--- src/rtl/intc_pkg.sv ---
// intc_pkg: register map and reset constants shared by the interrupt controller.
package intc_pkg;
    localparam logic [31:0] INTC_RAW   = 32'd0;
    localparam logic [31:0] INTC_PEND  = 32'd1;
    localparam logic [31:0] INTC_MASK  = 32'd2;
    localparam logic [31:0] INTC_MODE  = 32'd3;
    localparam logic [31:0] INTC_ID    = 32'd4;
    localparam logic [31:0] INTC_SWSET = 32'd5;
    localparam int INTC_ID_IRQ_BIT = 31;
    localparam logic [31:0] INTC_MODE_RST = 32'hFFFF_FFFF;
endpackage

--- src/rtl/intc_sync.sv ---
// intc_sync: one channel's conditioned level s and rising-edge pulse.
// INTC_SYNC_EN adds a two-flop synchroniser ahead of edge detection.
module intc_sync (
    input  logic clk,
    input  logic rst,
    input  logic line,
    output logic s,
    output logic rise
);
    logic prev;
`ifdef INTC_SYNC_EN
    logic meta;
    always_ff @(posedge clk)
        if (rst) {meta, s} <= 2'b00;
        else {meta, s} <= {line, meta};
`else
    assign s = line;
`endif
    // prev resets to 0 so a line held high through reset is seen as one edge
    always_ff @(posedge clk)
        if (rst) prev <= 1'b0;
        else prev <= s;
    assign rise = s & ~prev;
endmodule

--- src/rtl/intc.sv ---
// intc: interrupt controller with pending/mask/mode registers and fixed-priority ID.
// Define INTC_SYNC_EN to synchronise irq_in inside intc_sync.
module intc
    import intc_pkg::*;
#(
    parameter int N_IRQ = 5,
    parameter int AW    = 3,
    parameter int IDW   = (N_IRQ > 1) ? $clog2(N_IRQ) : 1
) (
    input  logic             clk,
    input  logic             rst,
    input  logic [N_IRQ-1:0] irq_in,
    input  logic             we,
    input  logic [AW-1:0]    a,
    input  logic [31:0]      d,
    output logic [31:0]      q,
    output logic [N_IRQ-1:0] int_out,
    output logic             irq,
    output logic [IDW-1:0]   irq_id
);
    logic [N_IRQ-1:0] s, rise, latch, latch_n, mask, mode, mode_n, pend, clr, swset, wd;
    logic sel_pend, sel_mask, sel_mode, sel_swset, unused_d;
    genvar i;
    generate
        for (i = 0; i < N_IRQ; i++) begin : g_ch
            intc_sync u_sync (
                .clk (clk),
                .rst (rst),
                .line(irq_in[i]),
                .s   (s[i]),
                .rise(rise[i])
            );
        end
    endgenerate
    assign wd        = d[N_IRQ-1:0];
    assign unused_d  = ^d;
    assign sel_pend  = we && 32'(a) == INTC_PEND;
    assign sel_mask  = we && 32'(a) == INTC_MASK;
    assign sel_mode  = we && 32'(a) == INTC_MODE;
    assign sel_swset = we && 32'(a) == INTC_SWSET;
    assign clr       = sel_pend ? wd : '0;
    assign swset     = sel_swset ? wd : '0;
    assign mode_n    = sel_mode ? wd : mode;
    // Gating with the next mode holds level-mode latches at 0 and clears on edge->level
    assign latch_n   = mode_n & ((latch & ~clr) | rise | swset);
    assign pend      = latch | (~mode & s);
    assign int_out   = pend & mask;
    assign irq       = |int_out;
    always_ff @(posedge clk)
        if (rst) begin
            latch <= '0;
            mask  <= '0;
            mode  <= INTC_MODE_RST[N_IRQ-1:0];
        end else begin
            latch <= latch_n;
            mode  <= mode_n;
            if (sel_mask) mask <= wd;
        end
    always_comb begin
        irq_id = '0;
        for (int j = N_IRQ - 1; j >= 0; j--)
            if (int_out[j]) irq_id = IDW'(j);
    end
    always_comb begin
        q = '0;
        case (32'(a))
            INTC_RAW:  q[N_IRQ-1:0] = s;
            INTC_PEND: q[N_IRQ-1:0] = pend;
            INTC_MASK: q[N_IRQ-1:0] = mask;
            INTC_MODE: q[N_IRQ-1:0] = mode;
            INTC_ID: begin
                q[IDW-1:0] = irq_id;
                q[INTC_ID_IRQ_BIT] = irq;
            end
            default: q = '0;
        endcase
    end
endmodule

--- config.mk ---
export PLATFORM = sky130hd
export DESIGN_NAME = intc
export DESIGN_NICKNAME = d
export VERILOG_FILES = /design/src/rtl/intc_pkg.sv /design/src/rtl/intc_sync.sv /design/src/rtl/intc.sv
export SDC_FILE = /design/constraint.sdc
export NUM_CORES = 1
export LEC_CHECK = 0
export BUFFER_PORTS_ARGS = -buffer_cell sky130_fd_sc_hd__buf_2
export CAP_MARGIN = 10
export CORE_ASPECT_RATIO = 1.25
export CORE_MARGIN = 2
export CORE_UTILIZATION = 38
export DETAILED_ROUTE_END_ITERATION = 6
export PLACE_DENSITY = 0.76
export SLEW_MARGIN = 20
export SYNTH_ARGS = -nofsm -noshare
export SYNTH_HDL_FRONTEND = slang
export SYNTH_SLANG_ARGS = --single-unit
--- constraint.sdc ---
create_clock -name clk -period 1.1 [get_ports clk]
set_input_delay 0.165 -clock clk [delete_from_list [all_inputs] [get_ports clk]]
set_output_delay 0.165 -clock clk [all_outputs]
set_load 0.01 [all_outputs]
==> results.sh, run 1 <==
export IMPL_dp_hpwl_um=2260
export IMPL_initial_core_util_pct=40.3
export IMPL_leakage_nw=0.911
export IMPL_die_h_um=69.7
export IMPL_synth_compound_area_share_pct=14.3
export IMPL_setup_tns_ns=-5.21
export IMPL_yosys_area_top_type_share_pct=30.5
export IMPL_grt_pass1_vias=1179
export IMPL_cp_top_family="simple AND/OR/NAND/NOR gates"
export IMPL_cts_buffer_depth=2
export IMPL_rsz0062_at_grt="true"
export IMPL_min_path_type="in2reg"
export IMPL_status="complete, but fails checks"
export IMPL_die_w_um=56.5
export IMPL_layout_min_cycle_time_ns=1.61
export IMPL_vias_per_cell=4.92
export IMPL_cts_hold_buf=0
export IMPL_clkSinkCount=20
export IMPL_fin_worst_skew_ns=0.000674
export IMPL_power_mw=1.75
export IMPL_grt_overflow=0
export IMPL_ff_latch_area_sq_um=409
export IMPL_antenna_left=0
export IMPL_pwr_share_comb_pct=22.4
export IMPL_muxShareOfSynthArea_pct=8.40
export IMPL_grt_max_degree=21
export IMPL_clkTransAtPathRegs_ns=0.08
export IMPL_fin_nets=261
export IMPL_antenna_found_initial=0
export IMPL_synth_xor_area_share_pct=0
export IMPL_ios=84
export IMPL_crit_fanout=3
export IMPL_drive_gt1_share_pct=48.4
export IMPL_antenna_cells=0
export IMPL_grt_use_total_pct=16.6
export IMPL_ys_flop_type="dfxtp_1"
export IMPL_peakVddDrop_mv=0.935
export IMPL_startpoint_type="flop"
export IMPL_routabilityCongestion=0.769
export IMPL_cp_cell_sequence="nor2b_2 > o21ai_2 > nand4_1 > nand2b_4 > nor2b_4 > buf_6"
export IMPL_ys_warn_count=0
export IMPL_synth_distinct_cells=29
export IMPL_pre_cts_ws_ns=-0.348
export IMPL_final_cells=254
export IMPL_cell_internal_pwr_mw=1.27
export IMPL_cpPeakStageDelay_ns=0.35
export IMPL_synthesis_area_sq_um=1310
export IMPL_fp_row_count=23
export IMPL_fillers=285
export IMPL_wl_um=3180
export IMPL_ys_seq_area_share_pct=30.5
export IMPL_synth_top_area_cell="dfxtp_1"
export IMPL_drv_slew=0
export IMPL_yosys_register_bits=20
export IMPL_setup_ws_ns=-0.515
export IMPL_synth_area_leaders="dfxtp_1, buf_4, mux2i_1"
export IMPL_syn_inst=157
export IMPL_violations="negative setup slack"
export IMPL_required_ns=0.94
export IMPL_hold_viol=0
export IMPL_synth_most_common_cell="buf_4"
export IMPL_avgSynthCellArea_sq_um=8.35
export IMPL_dp_cells=245
export IMPL_seq_power_share_pct=45.0
export IMPL_dr_total_vias=1250
export IMPL_endpoint_kind="primary output"
export IMPL_core_area_sq_um=3250
export IMPL_crit_type="reg2out"
export IMPL_cap_violations=0
export IMPL_multi_input_area_sq_um=828
export IMPL_cts_tree="yes"
export IMPL_synthSimpleGateAreaFrac_pct=25.1
export IMPL_cts_buffers_inserted=3
export IMPL_crit_buf_inv=1
export IMPL_ctsHtreeMaxLevel=1
export IMPL_power_share_switching_pct=27.5
export IMPL_grt_pass1_wl_um=5180
export IMPL_cp_slowest_cell="dfxtp_2"
export IMPL_synth_adder_area_share_pct=0
export IMPL_post_drt_wl_per_cell_um=12.5
export IMPL_cts_root_buffer="clkbuf_8"
export IMPL_synthArstFlopShare_pct=0
export IMPL_synth_edff_count=0
export IMPL_arrival_ns=1.45
export IMPL_synth_top_family_by_area="simple AND/OR/NAND/NOR gates"
export IMPL_power_switching_uw=481
export IMPL_dr_pass1_iters=5
export IMPL_fmax_mhz=619
export IMPL_drtIter0Drc=60
export IMPL_synth_top_cells_by_count="buf_4, dfxtp_1, nand2_1, nor2b_1"
export IMPL_fin_crit_sh_pct=147
export IMPL_clk_latency_ns=0.26
export IMPL_syn2layout_area_growth_pct=41.6
export IMPL_p_clk_share_pct=32.7
export IMPL_power_density_nw_per_um2=941
export IMPL_setup_viol=15
export IMPL_portBuffers=30
export IMPL_route_detailed_drc=0
export IMPL_die_area_sq_um=3940
==> cells by family (layout without fill, tap and decap cells) <==
| kind of cell | count (synthesis) | after routing |
|---|---|---|
| other | 1 | 26 |
| DFF | 20 | 20 |
| and+or+nand+nor | 57 | 57 |
| muxes | 11 | 11 |
| AOI/OAI and AO/OA | 24 | 24 |
| buffers and inverters | 44 | 79 |
==> area by class of cell <==
type                    count  share of cell area, %
inverters                  11                   2.36
clock buffers               4                   2.96
repair buffers             64                   25.5
flip-flops and latches     20                   22.0
multi-input cells         118                   44.6
well taps                  37                   2.49
==> layer usage <==
layer | track usage, % | part of all wire (%) | vias to the layer above
met5 | 0 | 0 | -
met1 | 20.0 | 42 | 585
met4 | 8.20 | 2.4 | 0
met3 | 2.61 | 6.6 | 6
li1 | - | - | 607
met2 | 27.9 | 49 | 52
==> power by group through the flow <==
stage | clock (mW) | sequential [mW] | combinational [mW]
finish | 0.570 | 0.785 | 0.391
global route | 0.615 | 0.789 | 0.427
CTS | 0.581 | 0.782 | 0.371
detailed placement | 0 | 0.797 | 0.350
global placement | 0 | 0.795 | 0.344
floorplan | 0 | 0.793 | 0.277
==> cell usage in the layout (no fill, tap or decap), types with 2 or more instances in the layout <==
cell      instances
buf_4            28
conb_1           26
buf_2            22
dfxtp_1          13
buf_6            13
mux2i_1          10
nand2b_1          9
nand2_1           9
nor3_1            9
nor2b_1           8
inv_1             7
nor2_1            7
dfxtp_2           7
o21ai_2           5
a222oi_1          5
clkbuf_8          4
a221oi_2          3
inv_2             3
a21oi_1           3
nand2_4           2
a311oi_2          2
nor2b_2           2
nor2b_4           2
nor2_2            2
o31ai_2           2
o21ai_1           2
==> final timing paths <==
kind	start	end	slack, ns	cells past startpoint
max	mode[3]	q[31]	-0.51	6
min	irq_in[0]	g_ch[0].u_sync.prev	0.17	2
min reg2reg	mode[2]	mode[2]	0.53	2
max reg2reg	latch[3]	latch[3]	0.13	3
==> worst register-to-register path, cell delays in order (launching register included) <==
cell      delay, ns
dfxtp_2        0.34
buf_4          0.13
a222oi_1       0.31
nor3_1         0.07
==> sequential cells by signal, summed over array words and instances, names as in the netlist <==
signal and count:
g_ch.u_sync.prev 5, mode 5, mask 5, latch 5
==> stage by stage <==
step                      cell area (sq um)  utilization [%]  hold slack, ns
after global routing                   1860             57.1           0.194
after CTS                              1790             54.9           0.164
after global placement                 1610             49.6           0.425
after detailed placement               1610             49.6           0.437
final                                  1860             57.1           0.173
after floorplan                        1450                -           0.293
==> timing repair <==
| item | CTS | global route |
|---|---|---|
| setup buffers | 3 | 4 |
| setup endpoints to repair | 15 | 25 |
| pin swaps | 6 | 11 |
| resized for setup | 29 | 17 |
| endpoints found under the hold margin | 0 | 0 |
Note: power is estimated with default switching activity, not from simulation.
==> run 2, diff against run 1 <==
--- a/config.mk
+++ b/config.mk
@@ -12,6 +12,7 @@
 export CORE_UTILIZATION = 38
 export DETAILED_ROUTE_END_ITERATION = 6
 export PLACE_DENSITY = 0.76
+export RECOVER_POWER = 25
 export SLEW_MARGIN = 20
 export SYNTH_ARGS = -nofsm -noshare
 export SYNTH_HDL_FRONTEND = slang
==> constraint.sdc (replaced) <==
create_clock -name clk -period 1.1 [get_ports clk]
set_input_delay 0 -clock clk [delete_from_list [all_inputs] [get_ports clk]]
set_output_delay 0 -clock clk [all_outputs]
set_load 0.01 [all_outputs]
==> run 2 against run 1 <==
The flow still finishes with violations (negative setup slack). Global-route usage fell by 2.3 points. Cell area is 11% lower. Die area unchanged. Register-to-register slack got worse by 0.02 ns. First-iteration DRC count shrank 22%. Wire length is 8.7% lower. Core utilization down 6.0 points. Critical endpoint unchanged. Largest cell class unchanged. Largest power group unchanged. Highest routed layer unchanged.
==> results.sh, run 2 (synthesized netlist as in run 1, its figures left out) <==
export IMPL_required_ns=1.10
export IMPL_slew_headroom_pct=45.3
export IMPL_rsz0062_at_grt="true"
export IMPL_final_cells=238
export IMPL_peakVddDrop_mv=0.500
export IMPL_startpoint_type="flop"
export IMPL_layout_min_cycle_time_ns=1.41
export IMPL_clkTransAtPathRegs_ns=0.07
export IMPL_status="complete, but fails checks"
export IMPL_power_switching_uw=450
export IMPL_cts_buffers_inserted=3
export IMPL_violations="negative setup slack"
export IMPL_setup_ws_ns=-0.307
export IMPL_pwr_share_comb_pct=19.4
export IMPL_worstMarginPinSlew_ns=0.821
export IMPL_grt_max_degree=21
export IMPL_whs_ns=0.00684
export IMPL_pre_cts_ws_ns=-0.105
export IMPL_endpoint_kind="primary output"
export IMPL_antenna_left=0
export IMPL_grt_pass1_vias=991
export IMPL_dp_cells=231
export IMPL_cts_tree="yes"
export IMPL_clk_latency_ns=0.26
export IMPL_antenna_cells=0
export IMPL_die_h_um=69.7
export IMPL_grt_use_total_pct=14.3
export IMPL_grt_overflow=0
export IMPL_antenna_found_initial=0
export IMPL_power_mw=1.67
export IMPL_route_detailed_drc=0
export IMPL_fin_nets=245
export IMPL_portBuffers=30
export IMPL_fin_worst_skew_ns=0.00709
export IMPL_design_area_sq_um=1660
export IMPL_wl_um=2900
export IMPL_cp_slowest_cell="dfxtp_2"
export IMPL_cp_cell_sequence="nor2b_1 > o21ai_2 > nand4_1 > nand2b_4 > nor2b_1 > buf_2"
export IMPL_dr_total_vias=1172
export IMPL_drive_gt1_share_pct=40.8
export IMPL_crit_fanout=3
export IMPL_ctsHtreeMaxLevel=1
export IMPL_post_drt_wl_per_cell_um=12.2
export IMPL_cts_root_buffer="clkbuf_8"
export IMPL_p_clk_share_pct=33.3
export IMPL_ios=84
export IMPL_cp_top_family="simple AND/OR/NAND/NOR gates"
export IMPL_leakage_nw=0.812
export IMPL_core_area_sq_um=3250
export IMPL_cap_violations=0
export IMPL_drv_slew=0
export IMPL_vias_per_cell=4.92
export IMPL_hold_viol=0
export IMPL_initial_core_util_pct=40.3
export IMPL_power_density_nw_per_um2=1000
export IMPL_crit_type="reg2out"
export IMPL_cpPeakStageDelay_ns=0.33
export IMPL_postPlaceCellArea_sq_um=1480
export IMPL_grt_pass1_wl_um=4470
export IMPL_fin_crit_sh_pct=128
export IMPL_critPathMostFrequentCell="nor2b_1"
export IMPL_power_share_switching_pct=26.9
export IMPL_drtIter0Drc=47
export IMPL_syn2layout_area_growth_pct=26.7
export IMPL_clkSinkCount=20
export IMPL_cts_buffer_depth=2
export IMPL_seq_power_share_pct=47.3
export IMPL_fmax_mhz=710
export IMPL_min_path_type="in2reg"
export IMPL_final_cell_mix="conb_1, buf_2, buf_4"
export IMPL_routabilityCongestion=0.789
export IMPL_crit_buf_inv=1
export IMPL_setup_tns_ns=-2.30
export IMPL_utilization_pct=51.1
export IMPL_dr_pass1_iters=4
export IMPL_die_area_sq_um=3940
export IMPL_arrival_ns=1.41
export IMPL_cell_internal_pwr_mw=1.22
export IMPL_dp_hpwl_um=2100
export IMPL_fp_row_count=23
export IMPL_die_w_um=56.5
export IMPL_setup_viol=12
## run 2: path summary, 6_finish.rpt
path / startpoint / endpoint / slack, ns / depth (start not counted)
setup reg to reg: latch[3] / latch[3] / 0.11 / 3
hold / removal: irq_in[3] / g_ch[3].u_sync.prev / 0.007 / 2
setup / recovery: mode[3] / q[31] / -0.31 / 6
hold reg to reg: mask[4] / mask[4] / 0.51 / 2
## run 2: worst register-to-register path, cell delays in order, from the launching register on
cell	delay, ns
dfxtp_2	0.33
buf_4	0.14
a222oi_1	0.30
nor3_1	0.07
## run 2: what timing repair did
item,CTS,global route
gates cloned,0,0
hold buffers,0,0
endpoints found under the setup margin,14,13
setup buffers,3,3
pin swaps,8,10
gates resized for setup,20,17
## run 2: area by class of cell
cell class / instances / area (sq um)
Inverter: 11 / 41.3
Multi-Input combinational cell: 118 / 798
Fill cell: 320 / 1590
Timing Repair Buffer: 48 / 310
Tap cell: 37 / 46.3
Sequential cell: 20 / 410
Clock buffer: 4 / 55.1
## run 2: layer usage
metal | vias up | GRT usage [%] | part of all wire, %
met5 | - | 0 | 0
met4 | 0 | 7.14 | 1.8
met1 | 533 | 17.4 | 41
met3 | 5 | 2.61 | 8.4
met2 | 56 | 23.6 | 49
li1 | 578 | - | -
## run 2: power groups by stage
stage | combinational [mW] | clock (mW) | sequential (mW)
floorplan | 0.263 | 0 | 0.793
global placement | 0.292 | 0 | 0.797
detailed placement | 0.295 | 0 | 0.798
CTS | 0.313 | 0.571 | 0.785
global route | 0.355 | 0.605 | 0.794
finish | 0.324 | 0.556 | 0.789
==> run 3, diff against run 2 <==
--- a/config.mk
+++ b/config.mk
@@ -9,9 +9,9 @@
 export CAP_MARGIN = 10
 export CORE_ASPECT_RATIO = 1.25
 export CORE_MARGIN = 2
-export CORE_UTILIZATION = 38
+export CORE_UTILIZATION = 42
 export DETAILED_ROUTE_END_ITERATION = 6
-export PLACE_DENSITY = 0.76
+export PLACE_DENSITY = 0.79
 export RECOVER_POWER = 25
 export SLEW_MARGIN = 20
 export SYNTH_ARGS = -nofsm -noshare
==> constraint.sdc (replaced) <==
create_clock -name clk -period 1.5 [get_ports clk]
set_input_delay 0 -clock clk [delete_from_list [all_inputs] [get_ports clk]]
set_output_delay 0 -clock clk [all_outputs]
set_load 0.01 [all_outputs]
==> run 3 against run 2 <==
The run still ends with negative setup slack left. Clock power down 53%. Clock-buffer cell count down 1. Die area fell by 8.9%. Sequential power fell by 27%. Via count shrank 0.26%. Total power is 36% lower. Wire length shrank 0.76%. Non-clock buffer count is 1 lower. Largest cell class unchanged.
==> results.sh, run 3 (synthesized netlist as in run 1, its figures left out) <==
export IMPL_cts_root_buffer="clkbuf_4"
export IMPL_fp_row_count=22
export IMPL_dr_total_vias=1169
export IMPL_cts_buffer_depth=2
export IMPL_ctsHtreeMaxLevel=1
export IMPL_crit_type="reg2out"
export IMPL_hold_viol=0
export IMPL_status="complete, but fails checks"
export IMPL_peakVddDrop_mv=0.423
export IMPL_wl_um=2880
export IMPL_die_h_um=66.5
export IMPL_core_area_sq_um=2950
export IMPL_antenna_found_initial=0
export IMPL_route_detailed_drc=0
export IMPL_rsz0062_at_grt="true"
export IMPL_initial_core_util_pct=44.5
export IMPL_drv_slew=0
export IMPL_grt_pass1_wl_um=4360
export IMPL_clkSinkCount=20
export IMPL_endpoint_kind="primary output"
export IMPL_cts_tree="yes"
export IMPL_final_cells=235
export IMPL_antenna_cells=0
export IMPL_fillers=290
export IMPL_required_ns=1.50
export IMPL_arrival_ns=1.51
export IMPL_fin_nets=244
export IMPL_crit_fanout=3
export IMPL_ios=84
export IMPL_fin_worst_skew_ns=0.00713
export IMPL_dr_pass1_iters=7
export IMPL_cts_buffers_inserted=3
export IMPL_routabilityCongestion=0.775
export IMPL_grt_pass1_vias=961
export IMPL_antenna_left=0
export IMPL_grt_use_total_pct=17.0
export IMPL_setup_viol=1
export IMPL_die_w_um=54.0
export IMPL_grt_max_degree=21
export IMPL_die_area_sq_um=3590
export IMPL_drive_gt1_share_pct=24.1
export IMPL_min_path_type="in2reg"
export IMPL_clk_latency_ns=0.31
export IMPL_portBuffers=30
export IMPL_violations="negative setup slack"
export IMPL_grt_overflow=0
export IMPL_power_density_nw_per_um2=689
export IMPL_leakage_nw=0.762
export IMPL_dp_cells=215
export IMPL_setup_ws_ns=-0.0137
export IMPL_vias_per_cell=4.97
export IMPL_dp_hpwl_um=1960
export IMPL_post_drt_wl_per_cell_um=12.3
export IMPL_final_cell_mix="conb_1, buf_2, dfxtp_1"
export IMPL_fmax_mhz=661
export IMPL_power_mw=1.06
export IMPL_clkTransAtPathRegs_ns=0.11
export IMPL_startpoint_type="flop"
export IMPL_fin_crit_sh_pct=101
export IMPL_cap_violations=0
export IMPL_drtIter0Drc=28
export IMPL_layout_min_cycle_time_ns=1.51
export IMPL_syn2layout_area_growth_pct=17.5
run 3: changes by cell type in the layout (fill, tap and decap cells not counted), moves of 3 or more:
| cell | delta |
|---|---|
| clkbuf_1 | +3 |
| dfxtp_1 | +4 |
| a221oi_2 | -3 |
| buf_6 | -4 |
| dlygate4sd3_1 | +10 |
| dfxtp_2 | -4 |
| clkbuf_8 | -4 |
| buf_4 | -10 |
| a221oi_1 | +3 |
| clkbuf_4 | +3 |
| nand2_1 | +3 |
run 3: report_power, final:
part / internal (mW) / total, mW / switching [mW]
registers: 0.557 / 0.575 / 0.0180
logic: 0.0967 / 0.223 / 0.126
clock network: 0.0941 / 0.263 / 0.169
run 3: layout make-up:
cell class / count / area, sq um / share of cell area (%)
clock buffers: 3 / 22.5 / 1.46
inverters: 11 / 41.3 / 2.68
multi-input cells: 118 / 724 / 47.0
flip-flops and latches: 20 / 405 / 26.3
well taps: 36 / 45.0 / 2.92
repair buffers: 47 / 302 / 19.6
run 3: worst max-delay path, stage by stage (launching register included):
cell and delay [ns]:
dfxtp_2 0.36, nor2b_2 0.05, o21ai_2 0.16, nand4_1 0.19
nand2b_4 0.19, nor2b_1 0.13, buf_2 0.13
run 3: layer usage:
metal,part of all wire (%),track usage (%),routed length [um],vias to the layer above
li1,-,-,-,574
met1,41,19.3,1190,521
met2,46,28.0,1340,65
met3,8.0,2.02,231,9
met4,4.2,13.1,121,0
met5,0,0,0,-
run 3: worst paths after layout:
| kind | startpoint | cells past startpoint | slack [ns] | endpoint |
|---|---|---|---|---|
| hold reg to reg | mode[2] | 2 | 0.54 | mode[2] |
| setup reg to reg | latch[3] | 2 | 0.63 | latch[3] |
| setup / recovery | mode[2] | 6 | -0.01 | q[31] |
| hold / removal | irq_in[2] | 3 | 0.01 | latch[2] |
run 3: what timing repair did:
action,4_1_cts,5_1_grt
pin swaps,4,3
setup buffers,5,2
setup endpoints to repair,3,5
hold buffers,10,0
gates resized for setup,6,2
endpoints found under the hold margin,15,0
run 3: stage by stage:
stage | hold slack, ns | utilization (%) | setup WS [ns] | instance area, sq um | setup TNS, ns
floorplan | 0.128 | - | 0.401 | 1410 | 0
global placement | 0.259 | 46.2 | 0.270 | 1360 | 0
detailed placement | 0.267 | 46.2 | 0.228 | 1360 | 0
CTS | 0.0138 | 52.0 | -0.00527 | 1530 | -0.00527
global route | 0.0528 | 52.3 | -0.101 | 1540 | -0.317
finish | 0.0139 | 52.3 | -0.0137 | 1540 | -0.0137
